`config.mk`:
```
export PLATFORM = sky130hd
export DESIGN_NAME = fp_accum_ctrl
export DESIGN_NICKNAME = d
export VERILOG_FILES = /design/src/rtl/fp_accum_ctrl.sv
export SDC_FILE = /design/constraint.sdc
export NUM_CORES = 1
export LEC_CHECK = 0
export ABC_AREA = 1
export ABC_CLOCK_PERIOD_IN_PS = 4200
export CORE_ASPECT_RATIO = 0.75
export CORE_MARGIN = 2
export CORE_UTILIZATION = 49
export DETAILED_ROUTE_END_ITERATION = 8
export GPL_TIMING_DRIVEN = 0
export PLACE_DENSITY = 0.86
export SYNTH_ARGS = -nofsm -noshare
export SYNTH_HDL_FRONTEND = slang
export SYNTH_SLANG_ARGS = --single-unit
```
`constraint.sdc`:
```
create_clock -name clk -period 4.2 [get_ports clk]
set_clock_uncertainty 0.05 [all_clocks]
set_input_delay 0.63 -clock clk [delete_from_list [all_inputs] [get_ports clk]]
set_output_delay 0.63 -clock clk [all_outputs]
set_load 0.02 [all_outputs]
```
`src/rtl/fp_accum_ctrl.sv`:
```
// fp_accum_ctrl: frames fp16 samples through an external multi-cycle adder and reports sum, count and sticky flags.
module fp_accum_ctrl #(
  parameter int TIMEOUT = 64,
  parameter int CNT_W   = 8
) (
  input  logic             clk,
  input  logic             reset,
  input  logic             in_valid,
  output logic             in_ready,
  input  logic [15:0]      in_data,
  input  logic             in_last,
  output logic             add_st,
  output logic [15:0]      add_a,
  output logic [15:0]      add_b,
  input  logic             add_done,
  input  logic             add_ovf,
  input  logic             add_unf,
  input  logic [15:0]      add_sum,
  output logic             out_valid,
  input  logic             out_ready,
  output logic [15:0]      out_data,
  output logic [CNT_W-1:0] out_count,
  output logic             out_ovf,
  output logic             out_unf,
  output logic             out_err
);
  localparam int TW = $clog2(TIMEOUT + 1);
  typedef enum logic [2:0] {IDLE, WAIT_IN, ISSUE, WAIT_ADD, OUTPUT, DISCARD} state_e;
  state_e           state_q, state_d;
  logic [15:0]      acc_q, acc_d, b_q, b_d;
  logic [CNT_W-1:0] cnt_q, cnt_d, cnt_inc;
  logic [TW-1:0]    tmo_q, tmo_d;
  logic             last_q, last_d, disc_q, disc_d;
  logic             ovf_q, ovf_d, unf_q, unf_d, err_q, err_d;
  logic             take;
  assign in_ready  = !reset && (state_q == IDLE || state_q == WAIT_IN || state_q == DISCARD);
  assign add_st    = !reset && state_q == ISSUE;
  assign out_valid = !reset && state_q == OUTPUT;
  assign take      = in_valid & in_ready;
  assign cnt_inc   = &cnt_q ? cnt_q : cnt_q + 1'b1;
  assign add_a     = acc_q;
  assign add_b     = b_q;
  assign out_data  = acc_q;
  assign out_count = cnt_q;
  assign out_ovf   = ovf_q;
  assign out_unf   = unf_q;
  assign out_err   = err_q;
  always_comb begin
    state_d = state_q;
    acc_d   = acc_q;
    b_d     = b_q;
    cnt_d   = cnt_q;
    tmo_d   = tmo_q;
    last_d  = last_q;
    disc_d  = disc_q;
    ovf_d   = ovf_q;
    unf_d   = unf_q;
    err_d   = err_q;
    case (state_q)
      IDLE: if (take) begin
        acc_d   = in_data;
        cnt_d   = CNT_W'(1);
        state_d = in_last ? OUTPUT : WAIT_IN;
      end
      WAIT_IN: if (take) begin
        b_d     = in_data;
        last_d  = in_last;
        cnt_d   = cnt_inc;
        state_d = ISSUE;
      end
      ISSUE: begin
        tmo_d   = TW'(1);
        state_d = WAIT_ADD;
      end
      WAIT_ADD: begin
        if (add_done) begin
          acc_d = add_sum;
          unf_d = unf_q | add_unf;
        end else if (add_ovf) ovf_d = 1'b1;
        // the ISSUE cycle counts toward the timeout window
        if (add_done | add_ovf) state_d = last_q ? OUTPUT : WAIT_IN;
        else if (tmo_q >= TW'(TIMEOUT - 1)) begin
          err_d   = 1'b1;
          disc_d  = !last_q;
          state_d = OUTPUT;
        end else tmo_d = tmo_q + 1'b1;
      end
      OUTPUT: if (out_ready) begin
        ovf_d   = 1'b0;
        unf_d   = 1'b0;
        err_d   = 1'b0;
        cnt_d   = '0;
        disc_d  = 1'b0;
        state_d = disc_q ? DISCARD : IDLE;
      end
      DISCARD: if (take && in_last) state_d = IDLE;
      default: state_d = IDLE;
    endcase
  end
  always_ff @(posedge clk) begin
    if (reset) begin
      state_q <= IDLE;
      acc_q   <= '0;
      b_q     <= '0;
      cnt_q   <= '0;
      tmo_q   <= '0;
      last_q  <= 1'b0;
      disc_q  <= 1'b0;
      ovf_q   <= 1'b0;
      unf_q   <= 1'b0;
      err_q   <= 1'b0;
    end else begin
      state_q <= state_d;
      acc_q   <= acc_d;
      b_q     <= b_d;
      cnt_q   <= cnt_d;
      tmo_q   <= tmo_d;
      last_q  <= last_d;
      disc_q  <= disc_d;
      ovf_q   <= ovf_d;
      unf_q   <= unf_d;
      err_q   <= err_d;
    end
  end
endmodule

```
# Word-level counts from Yosys, hierarchy flattened
# Cells that the tools add are included.
[totals]
mem_bits_ro = 0
n_memories = 0
ff_bits = 55
latchBits = 0
in_bits = 40
word_cells = 88
out_inout_bits = 62
mem_bits_rw = 0
[classes]
multipliers = 0
n_addsub = 2
order_cmp = 1
div = 0
muxes = 33
eq_ne = 17
bitwise = 3
shift = 0
n_reduce_logical = 22
[op_table]
columns = ["op", "count"]
rows = [
  ["$mux 16", 2],
  ["$mux 8", 4],
  ["$pmux 16 s2", 1],
  ["$mux 3", 9],
  ["$pmux 8 s3", 1],
  ["$ne 2x2->1 const B", 10],
  ["$pmux 3 s6", 1],
  ["$mux 7", 2],
  ["$pmux 7 s2", 1],
  ["$reduce_and 5->1", 2],
  ["$reduce_and 3->1", 3],
  ["$add 8x1->8 const B", 1],
  ["$mux 1", 8],
  ["$pmux 1 s2", 4],
  ["$reduce_and 4->1", 2],
  ["$reduce_and 8->1", 1],
  ["$add 7x1->7 const B", 1],
  ["$ge 7x6->1 const B", 1],
  ["$eq 3x2->1 const B", 2],
  ["$eq 3x3->1 const B", 2],
  ["$reduce_bool 2->1", 3],
  ["$logic_and 1x1->1", 4],
  ["$eq 3x1->1 const B", 1],
  ["$logic_not 3->1", 1],
  ["8 further kinds", 11],
]

# Longest topological paths before layout
[depth]
word_depth = 8
ltp_mapped = 11

# Least setup slack after synthesis
# No wires, ideal clock.
[synth_timing]
path_kind = "input to output"
start = "input port reset"
end = "output port add_st"
cell_stages = 3
n_path_buf = 2
setup_slack_ns = 2.204
required_ns = 3.520
t_arrival_ns = 1.316
cell_sequence = "clkbuf_1 clkbuf_1 nor2_1"
[synth_between]
elab_chain_cells = 2
[synth_lines]
columns = ["item", "line", "text"]
rows = [
  ["from (decl)", "7", "input logic reset,"],
  ["$logic_not 1->1", "37", "assign add_st = !reset && state_q == ISSUE;"],
  ["$logic_and 1x1->1", "37", ""],
  ["to (decl)", "12", "output logic add_st,"],
]
# No other way between the ends.

# Final worst setup path
# Same ends and word-level chain as after synthesis.

==> metrics list <==
- The flow ran to the end, and the final reports show no timing, DRC or antenna violations.
* Number of clock buffers inserted by TritonCTS: 5
- Setup repair after global routing left no endpoint under its margin.
- The analysis attributes to net switching a power of 0.962 mW.
* Net Count, Synth: 494
- Setup total negative slack on the finished layout was measured at 0 ns.
* Wire length per cell: 13.5 µm
- For this block, the via count after detailed routing is 3,224.
- The critical path in this run is classified as input port to primary output.
- Seq/Total Area, Yosys: 37.2%
* Insertion delay to the later sink of the worst-skew pair: 0.30 ns
- The net count of the finished layout is 601.
- Cell internal power was estimated by the tool at 1.38 mW.
- The filler cells instantiated in the layout total 472.
* Pin count of the biggest net entering global routing: 18
* Number of distinct library cells after synthesis: 30
* Transition time of the tightest slew-check pin: 0.484 ns
- Leading register cell type out of synthesis: dfxtp_1
- # diodes: 0
- Final hold violation count: 0
- Once the clock tree was built, the resizer swapped 0 gates to a different size.
- The floorplan step defined a die boundary enclosing 6690 µm².
- In this run the number of H-tree levels came out at 2.
- In the synthesized netlist, the number of instances is 452.
- Buffer count from post-CTS setup fixing: 0
- Average instance area after synthesis: 6.55 µm²
- Summing all placed instances gives a cell area of 4060 µm².
* Areal power density over the cells: 563 nW/µm²
* IO Count: 102
- In this run, synthesis produced a sequential element count of 55.
- The worst path needs 2.73 ns of the cycle, external delays included.
* Number of cell instances on the worst register-to-register path: 8
- Height of the chip: 71.3 µm
- The mapped netlist covers 2960 µm².
* Placed cell count: 630
- Of the total power, the clock network draws 13.0%.
- Critical-path maximum fanout: 10
- Die Wd: 93.8 µm
- The cell sitting at the root of the clock tree is a clkbuf_8.
- Area growth from synthesis to layout: 40.4%
- Dividing the detail-routed via count by the number of cells gives 5.05.
* Clock net sink count: 55
* Tightest slew margin relative to the limit: 67.7%
- Maximum number of buffers from clock root to sink: 2
* Commonest cells after routing, fill and taps aside: nand2_1 (128), clkdlybuf4s50_1 (100), dfxtp_1 (55)
- DR DRC count: 0
- Before antenna repair, the detailed router went through 4 iterations.
- After detailed routing, the total wire length is 8580 µm.
- The initial utilization of the core area, before any placement, comes to 50.8%.
* Routed Antenna Nets: 0
- Along the worst hold path, the cell count comes to 2.
- Summed over all cells, the static leakage comes to 1.73 nW.
- Count of pins over their slew limit: 0
- In the finished design, the share of the clock period the worst path needs comes to 65.0%.
- Biggest area contributors in the synthesized netlist: dfxtp_1 (37%), nand2_1 (16%), a21oi_1 (7.8%)
- For this block, the initial DRC count from the detailed router was 213.
- The via count of the first global-routing pass was 2,962.
- Fin cells: 638
* Core Box Area: 5830 µm²
- The first global-routing pass estimated 13,900 µm of wire.
- Max-cap violation count: 0
- The path class of the tightest hold or removal check is register to register.
* Most common cell after layout, fill and taps aside: nand2_1
- Yosys top cell area share: 37.2%
- Final setup violation count: 0
- Dpl hpwl: 6900 µm
* Congestion Overflow GR: 0
- STA classifies the critical path startpoint as an input port.
- In this run the tool buffered the top-level ports with 100 buffer cells.
* Combinational cell fraction of total power: 55.5%
* Number of antenna violations at the first check in global routing: 0
- At the worst endpoint, the required time is 3.52 ns.
- Switching Fraction: 41.1%
- FFs w/ async S/R, synth: 0%
* Largest voltage drop on the vdd net: 0.335 mV
* Leading area contributor after synthesis: dfxtp_1
* Final Worst Setup Slack: 1.47 ns
* Final weighted congestion in routability-driven placement: 0.933
* Total of warnings raised by yosys: 0
- The initialized floorplan defines 24 standard-cell rows.
- Setup slack after placement: 1.48 ns
- After clock tree synthesis, the clock-pin slew on the worst setup and hold paths is 0.09 ns.
* Number of synthesized flops with an enable pin: 0
* All-Layer GR Usage: 25.8%
- Sequential group share of total power: 31.5%
- At the worst endpoint, the arrival time is 2.05 ns.
- Hold-fix buffers at CTS: 0
- CTS tree: yes
- Based on the critical path, the design can be clocked at up to 366 MHz.
- Fraction of layout cells with a size suffix above 1: 8.57%
- The worst setup path is captured at a primary output.
* Post-Layout Inst Area: 4160 µm²
-- final timing paths --
check                       startpoint                   endpoint  slack (ns)
max                              reset                     add_st        1.47
min              tmo_q[6]$_SDFFE_PP0P_      tmo_q[6]$_SDFFE_PP0P_        0.39
max reg2reg  out_count[0]$_SDFFE_PP0P_  out_count[5]$_SDFFE_PP0P_        2.38
min reg2reg      tmo_q[6]$_SDFFE_PP0P_      tmo_q[6]$_SDFFE_PP0P_        0.39
-- kinds of logic (layout without fill, tap and decap cells) --
logic type	count (synthesis)	count (layout)	share of synthesized area, %
fa+ha+maj	2	2	0.845
flops	55	55	37.2
simple gates	227	227	33.3
xor+xnor	1	1	0.296
compound gates	83	83	14.6
buf+inv	84	192	13.8
-- state kept, by name (all words and copies together), names as in the netlist --
name	count
out_err	1
disc_q	1
out_unf	1
out_ovf	1
out_count	8
add_b	16
last_q	1
tmo_q	7
add_a	16
state_q	3
-- power by group through the flow --
stage / combinational, mW / clock [mW] / sequential (mW)
after global placement: 1.26 / 0 / 0.741
after global routing: 1.41 / 0.331 / 0.752
after floorplan: 0.666 / 0 / 0.856
final: 1.30 / 0.305 / 0.736
after detailed placement: 1.29 / 0 / 0.748
after CTS: 1.30 / 0.312 / 0.737
-- routing by layer --
layer  wire, µm  vias up  track usage, %
met2       3810      118            39.8
met4        277        0            9.50
li1           -     1635               -
met5          0        -               0
met1       4010     1448            36.7
met3        487       23            4.21
-- area by class of cell --
cell class | count | area, µm² | share of cell area, %
Buffer | 35 | 224 | 5.39
Clock buffer | 6 | 82.6 | 1.99
Clock inverter | 2 | 16.3 | 0.391
Inverter | 49 | 184 | 4.42
Multi-Input combinational cell | 313 | 1450 | 34.9
Sequential cell | 55 | 1100 | 26.5
Tap cell | 78 | 97.6 | 2.35
Timing Repair Buffer | 100 | 1000 | 24.1
-- per-stage QoR --
stage	hold slack, ns	utilization [%]	power [mW]
6_report	0.395	71.4	2.34
4_1_cts	0.397	71.4	2.35
2_1_floorplan	0.369	-	1.52
3_5_place_dp	0.382	69.7	2.04
3_3_place_gp	0.379	69.7	2.00
5_1_grt	0.418	71.4	2.50
-- critical path, cell delays in order --
cell and delay (ns):
clkbuf_1 0.37, clkbuf_1 0.40, nor2_1 0.10, clkdlybuf4s50_1 0.55
-- cell usage after synthesis (2+ instances only) --
master and instances:
buf_4 16, o21ai_0 24, a21oi_1 46, inv_1 45, dfxtp_1 55, nand4_1 7, o21ai_1 7, nor2_2 2
nor2_1 52, inv_2 4, buf_6 3, nand2_2 2, ha_1 2, nand3b_1 16, nand2_1 128, clkbuf_1 8
buf_2 7, nand3_1 14, o21bai_1 2, nor3_1 2
Note: power is estimated with default switching activity, not from simulation.
